[src/rtl/fetch_stage_if.sv]
// rtl/fetch_stage_if.sv - fetch stage control, instruction memory and IF/ID bundle
interface fetch_stage_if;
  logic        pc_write;
  logic        ifid_write;
  logic        en_iw;
  logic        branch_taken;
  logic [15:0] branch_target;
  logic [15:0] imem_data;
  logic [15:0] imem_addr;
  logic [15:0] if_id_instr;
  logic [15:0] if_id_pc;
  logic        if_id_valid;
  logic [3:0]  if_id_rn1;
  logic [3:0]  if_id_rn2;
  logic [15:0] stall_count;
  logic [15:0] flush_count;

  modport master (
    input  pc_write, ifid_write, en_iw, branch_taken, branch_target, imem_data,
    output imem_addr, if_id_instr, if_id_pc, if_id_valid, if_id_rn1, if_id_rn2,
           stall_count, flush_count
  );

  modport slave (
    output pc_write, ifid_write, en_iw, branch_taken, branch_target, imem_data,
    input  imem_addr, if_id_instr, if_id_pc, if_id_valid, if_id_rn1, if_id_rn2,
           stall_count, flush_count
  );
endinterface

[src/rtl/fetch_stage.sv]
// rtl/fetch_stage.sv - PC register, IF/ID pipeline register and stall/flush counters
module fetch_stage (
  input  logic          clk,
  input  logic          rst,
  fetch_stage_if.master fs
);
  logic [15:0] pc;
  logic [15:0] instr_q;
  logic [15:0] pc_q;
  logic        valid_q;
  logic [15:0] stall_cnt;
  logic [15:0] flush_cnt;

  // imem_addr comes straight from the PC register, so redirects land one edge later
  assign fs.imem_addr   = pc;
  assign fs.if_id_instr = instr_q;
  assign fs.if_id_pc    = pc_q;
  assign fs.if_id_valid = valid_q;
  assign fs.if_id_rn1   = instr_q[7:4];
  assign fs.if_id_rn2   = instr_q[3:0];
  assign fs.stall_count = stall_cnt;
  assign fs.flush_count = flush_cnt;

  always_ff @(posedge clk or posedge rst) begin
    if (rst) begin
      pc <= 16'h0000;
    end else if (fs.branch_taken) begin
      pc <= fs.branch_target;
    end else if (fs.pc_write) begin
      pc <= pc + 16'h0001;
    end
  end

  always_ff @(posedge clk or posedge rst) begin
    if (rst) begin
      instr_q <= 16'h0000;
      pc_q    <= 16'h0000;
      valid_q <= 1'b0;
    end else if (fs.branch_taken) begin
      instr_q <= 16'h0000;
      pc_q    <= pc;
      valid_q <= 1'b0;
    end else if (fs.ifid_write && fs.en_iw) begin
      instr_q <= fs.imem_data;
      pc_q    <= pc;
      valid_q <= 1'b1;
    end
  end

  // Saturating counters: stalls only count when no flush overrides them
  always_ff @(posedge clk or posedge rst) begin
    if (rst) begin
      stall_cnt <= 16'h0000;
    end else if (!fs.branch_taken && !fs.pc_write && stall_cnt != 16'hFFFF) begin
      stall_cnt <= stall_cnt + 16'h0001;
    end
  end

  always_ff @(posedge clk or posedge rst) begin
    if (rst) begin
      flush_cnt <= 16'h0000;
    end else if (fs.branch_taken && flush_cnt != 16'hFFFF) begin
      flush_cnt <= flush_cnt + 16'h0001;
    end
  end
endmodule

[src/flat_wrapper.sv]
// flat-port wrapper written by rule: the top's interface ports become plain ports
module fetch_stage_flat 
  (clk, rst, fs_pc_write, fs_ifid_write, fs_en_iw, fs_branch_taken, fs_branch_target, fs_imem_data, fs_imem_addr, fs_if_id_instr, fs_if_id_pc, fs_if_id_valid, fs_if_id_rn1, fs_if_id_rn2, fs_stall_count, fs_flush_count);
  fetch_stage_if fs_i ();
  input  logic clk;
  input  logic rst;
  input wire logic [$bits(fs_i.pc_write)-1:0] fs_pc_write;
  input wire logic [$bits(fs_i.ifid_write)-1:0] fs_ifid_write;
  input wire logic [$bits(fs_i.en_iw)-1:0] fs_en_iw;
  input wire logic [$bits(fs_i.branch_taken)-1:0] fs_branch_taken;
  input wire logic [$bits(fs_i.branch_target)-1:0] fs_branch_target;
  input wire logic [$bits(fs_i.imem_data)-1:0] fs_imem_data;
  output wire logic [$bits(fs_i.imem_addr)-1:0] fs_imem_addr;
  output wire logic [$bits(fs_i.if_id_instr)-1:0] fs_if_id_instr;
  output wire logic [$bits(fs_i.if_id_pc)-1:0] fs_if_id_pc;
  output wire logic [$bits(fs_i.if_id_valid)-1:0] fs_if_id_valid;
  output wire logic [$bits(fs_i.if_id_rn1)-1:0] fs_if_id_rn1;
  output wire logic [$bits(fs_i.if_id_rn2)-1:0] fs_if_id_rn2;
  output wire logic [$bits(fs_i.stall_count)-1:0] fs_stall_count;
  output wire logic [$bits(fs_i.flush_count)-1:0] fs_flush_count;
  assign fs_i.pc_write = fs_pc_write;
  assign fs_i.ifid_write = fs_ifid_write;
  assign fs_i.en_iw = fs_en_iw;
  assign fs_i.branch_taken = fs_branch_taken;
  assign fs_i.branch_target = fs_branch_target;
  assign fs_i.imem_data = fs_imem_data;
  assign fs_imem_addr = fs_i.imem_addr;
  assign fs_if_id_instr = fs_i.if_id_instr;
  assign fs_if_id_pc = fs_i.if_id_pc;
  assign fs_if_id_valid = fs_i.if_id_valid;
  assign fs_if_id_rn1 = fs_i.if_id_rn1;
  assign fs_if_id_rn2 = fs_i.if_id_rn2;
  assign fs_stall_count = fs_i.stall_count;
  assign fs_flush_count = fs_i.flush_count;
  fetch_stage u_core (.clk(clk), .rst(rst), .fs(fs_i));
endmodule
[config.mk]
export PLATFORM = sky130hd
export DESIGN_NAME = fetch_stage_flat
export DESIGN_NICKNAME = d
export VERILOG_FILES = /design/src/rtl/fetch_stage_if.sv /design/src/rtl/fetch_stage.sv /design/src/flat_wrapper.sv
export SDC_FILE = /design/constraint.sdc
export NUM_CORES = 1
export LEC_CHECK = 0
export CORE_AREA = 2 2 126 67
export DETAILED_ROUTE_END_ITERATION = 7
export DIE_AREA = 0 0 128 69
export GPL_TIMING_DRIVEN = 0
export PLACE_DENSITY_LB_ADDON = 0.12
export SLEW_MARGIN = 20
export SYNTH_ARGS = -nofsm -noshare
export SYNTH_HDL_FRONTEND = slang
export SYNTH_SLANG_ARGS = --single-unit
[constraint.sdc]
create_clock -name clk -period 3.6 [get_ports clk]
set_input_delay 0.36 -clock clk [delete_from_list [all_inputs] [get_ports clk]]
set_output_delay 0.36 -clock clk [all_outputs]
set_load 0.01 [all_outputs]
==> results.md <==
* Post-Route WL at 9.380 mm
* Register-to-register setup slack at 1630 ps
* Final period utilization at 0.6054
* Worst r2r src: u_core.fs.stall_count[3]
* GRT Resource Usage Total at 0.2200
* Via count at 3102
* Net Count, Synth at 371
* Max Slew Vio Count at 0
* Die X at 128 µm
* Total grt overflow at 0
* Met3 Track Usage GR at 0.06755
* Area Overhead vs Synth at 48.20%
* Top delay family on crit path: buffers and inverters
* Buf/Inv on CP at 2
* Largest net degree at the start of global routing at 54
* PostCTS Resize Cnt at 0
* Main synth FF type: dfrtp_1
* Worst hold slack at 365.9 ps
* Synth top area share at 0.5503
* HPWL Detailed at 6.744 mm
* Worst r2r path cells at 4
* Maximum capacitance violations at 0
* Post-synth EDFFs at 0
* CP Capture Type: register
* Final GP Congestion at 0.7745
* Max Root-Sink Buffers at 2
* Num rows at 23
* Synth Area per Inst at 11.16 µm²
* H-tree depth at 3
* Top Usage Layer GRT: met2
* Slowest CP cell: clkbuf_1
* RSZ-0062 raised after global routing: false
* IO Count at 127
* Sequential-to-total area share from yosys stat at 0.5503
* CP startpoint kind: primary input
* CTS Hold Bufs at 0
* Worst-Skew Late Latency at 340 ps
* Layout Nets at 509
* CP Max Fanout at 10
* # Post-CTS Setup Buffers at 0
* Max_slew headroom at 0.4986
* Largest area contributor in the netlist: dfrtp_1
* Async SR Flop Fraction at 1.000
* Critical path class: primary input to register
* Worst Skew at 3.548 ps
* Cells after Synth at 330
* CP Depth at 4
* First-pass GRT wire length at 15.10 mm
* CTS buffer count at 9
* Die area at 8832 µm²
* Pwr/cell area at 535.7 nW/µm²
* TritonCTS clock tree: done
* Reg-to-Reg End: u_core.fs.stall_count[1]
* Clock transition at path regs at 60 ps
* Synth top area cells: dfrtp_1 55%, xnor2_1 5.9%, mux2_2 5.8%
* DR DRC count at 0
* TNS Setup at 0 ps
* DIE HEIGHT at 69 µm
* Clock root cell: clkbuf_16
* Mapped cell area at 3684 µm²
* GR Layer Usage met1 at 0.3147
* Crit path largest cell delay at 580 ps
* DR vias/cell at 5.414
* Crit path cell chain: clkdlybuf4s50_1 -> a21oi_1 -> clkbuf_1 -> mux2_2
* Critical Path RT at 3820 ps
* Layout cells sized above 1 at 0.1057
* Status: finished clean
* Hold crit path type: primary input to asynchronous set/reset pin
* Worst VDD drop at 0.3566 mV
* Worst-margin pin slew at 745.2 ps
* Met2 Resource Use GR at 0.3209
* DRT iter0 DRCs at 161
* DRT Pass-1 Iters at 4
* Synthesis warning total at 0
* Final min period at 2180 ps
* Yosys cell types at 34
* Clock sinks at 81
* Final ANT Viol Nets at 0
* Final setup fails at 0
* Diode count at 0
* Final hold violation count at 0
* Initial antenna violation count at 0
* Core Footprint at 7712 µm²
* IO buf count at 126
* Initial core utilization at 0.4776
* Seq cells post-synth at 81
* Worst Path Arrival at 2400 ps
* Vias in the first global route at 2957
* Achievable frequency at 458.8 MHz
* Drt wl/cell at 16.37 µm
* Overall power at 2924 µW
* Leak Pwr at 0.002250 µW
-- report_power, final --
group          switching (µW)  internal, µW
logic                     263           377
clock network             352           745
registers                 153          1030
total                     769          2160
-- synth_stat cells, drive strengths merged, types with 2 or more instances --
| cell | instances |
|---|---|
| a21oi | 6 |
| a22o | 16 |
| a31oi | 2 |
| and3 | 6 |
| and4 | 3 |
| buf | 8 |
| clkbuf | 13 |
| dfrtp | 81 |
| ha | 3 |
| inv | 4 |
| mux2 | 19 |
| nand2 | 33 |
| nand3 | 14 |
| nand4 | 15 |
| nor2 | 11 |
| nor3 | 10 |
| nor4 | 6 |
| o2111ai | 2 |
| o211ai | 4 |
| o21a | 3 |
| o21ai | 22 |
| or2 | 3 |
| xnor2 | 25 |
| xor2 | 12 |
-- per-stage QoR --
stage	utilization	worst slack, ps	std cells	cell area, µm²
after floorplan	-	1160	330	3684
after global placement	0.6574	-181.0	556	5070
after detailed placement	0.6613	1075	557	5100
after CTS	0.7078	1433	573	5459
after global routing	0.7078	1317	573	5459
final	0.7078	1421	573	5459
-- sequential cells by signal (all words and copies together) (netlist names) --
register / flops
u_core.fs.stall_count: 16
u_core.fs.if_id_instr: 16
u_core.fs.if_id_valid: 1
u_core.fs.if_id_pc: 16
u_core.fs.flush_count: 16
u_core.fs.imem_addr: 16
-- routing by layer --
| layer | up-vias | part of all wire |
|---|---|---|
| met3 | 11 | 0.059 |
| met2 | 115 | 0.45 |
| met1 | 1508 | 0.48 |
| met5 | - | 0 |
| li1 | 1468 | - |
| met4 | 0 | 0.012 |
-- cell usage in the layout (no fill, tap or decap), drive strengths merged --
cell           instances
clkdlybuf4s50        126
nand2                 33
ha                     3
o21a                   3
o21ba                  1
buf                    9
a22o                  16
bufinv                 4
nor3b                  1
or2                    3
a31oi                  2
or3                    1
nor4                   6
clkinv                 2
a21oi                  6
clkbuf                23
dfrtp                 81
nor3                  10
xnor2                 25
inv                    4
o211ai                 4
nor4b                  1
a41oi                  1
nand3                 14
mux2i                  1
or4                    1
and4bb                 1
mux2                  19
nand4                 15
o2111ai                2
and4                   3
o21ai                 22
xor2                  12
and3                   6
nor2                  11
nand4b                 1
-- cell type report --
type                            instances  area, µm²
Multi-Input combinational cell        224       1533
Buffer                                 21      108.9
Clock inverter                          6      130.1
Timing Repair Buffer                  127       1289
Tap cell                              100      125.1
Inverter                                4      17.52
Clock buffer                           10      229.0
Fill cell                             553       2253
Sequential cell                        81       2027
-- logic make-up after synthesis --
family / share of synthesized area
AOI/OAI and AO/OA: 0.1036
muxes: 0.06080
buffers and inverters: 0.03363
adders and majority gates: 0.01019
DFF: 0.5503
xor gates and xnor gates: 0.08798
and+or+nand+nor: 0.1535
-- worst max path at each step --
stage | start | end
6_report | fs_branch_taken | u_core.fs.if_id_pc[1]
5_1_grt | fs_branch_taken | u_core.fs.if_id_pc[1]
4_1_cts | fs_branch_taken | u_core.fs.if_id_pc[1]
3_5_place_dp | fs_branch_taken | u_core.fs.if_id_pc[1]
3_3_place_gp | rst | u_core.fs.flush_count[8]
2_1_floorplan | rst | u_core.fs.flush_count[0]
Power figures use the tool's default switching activity.
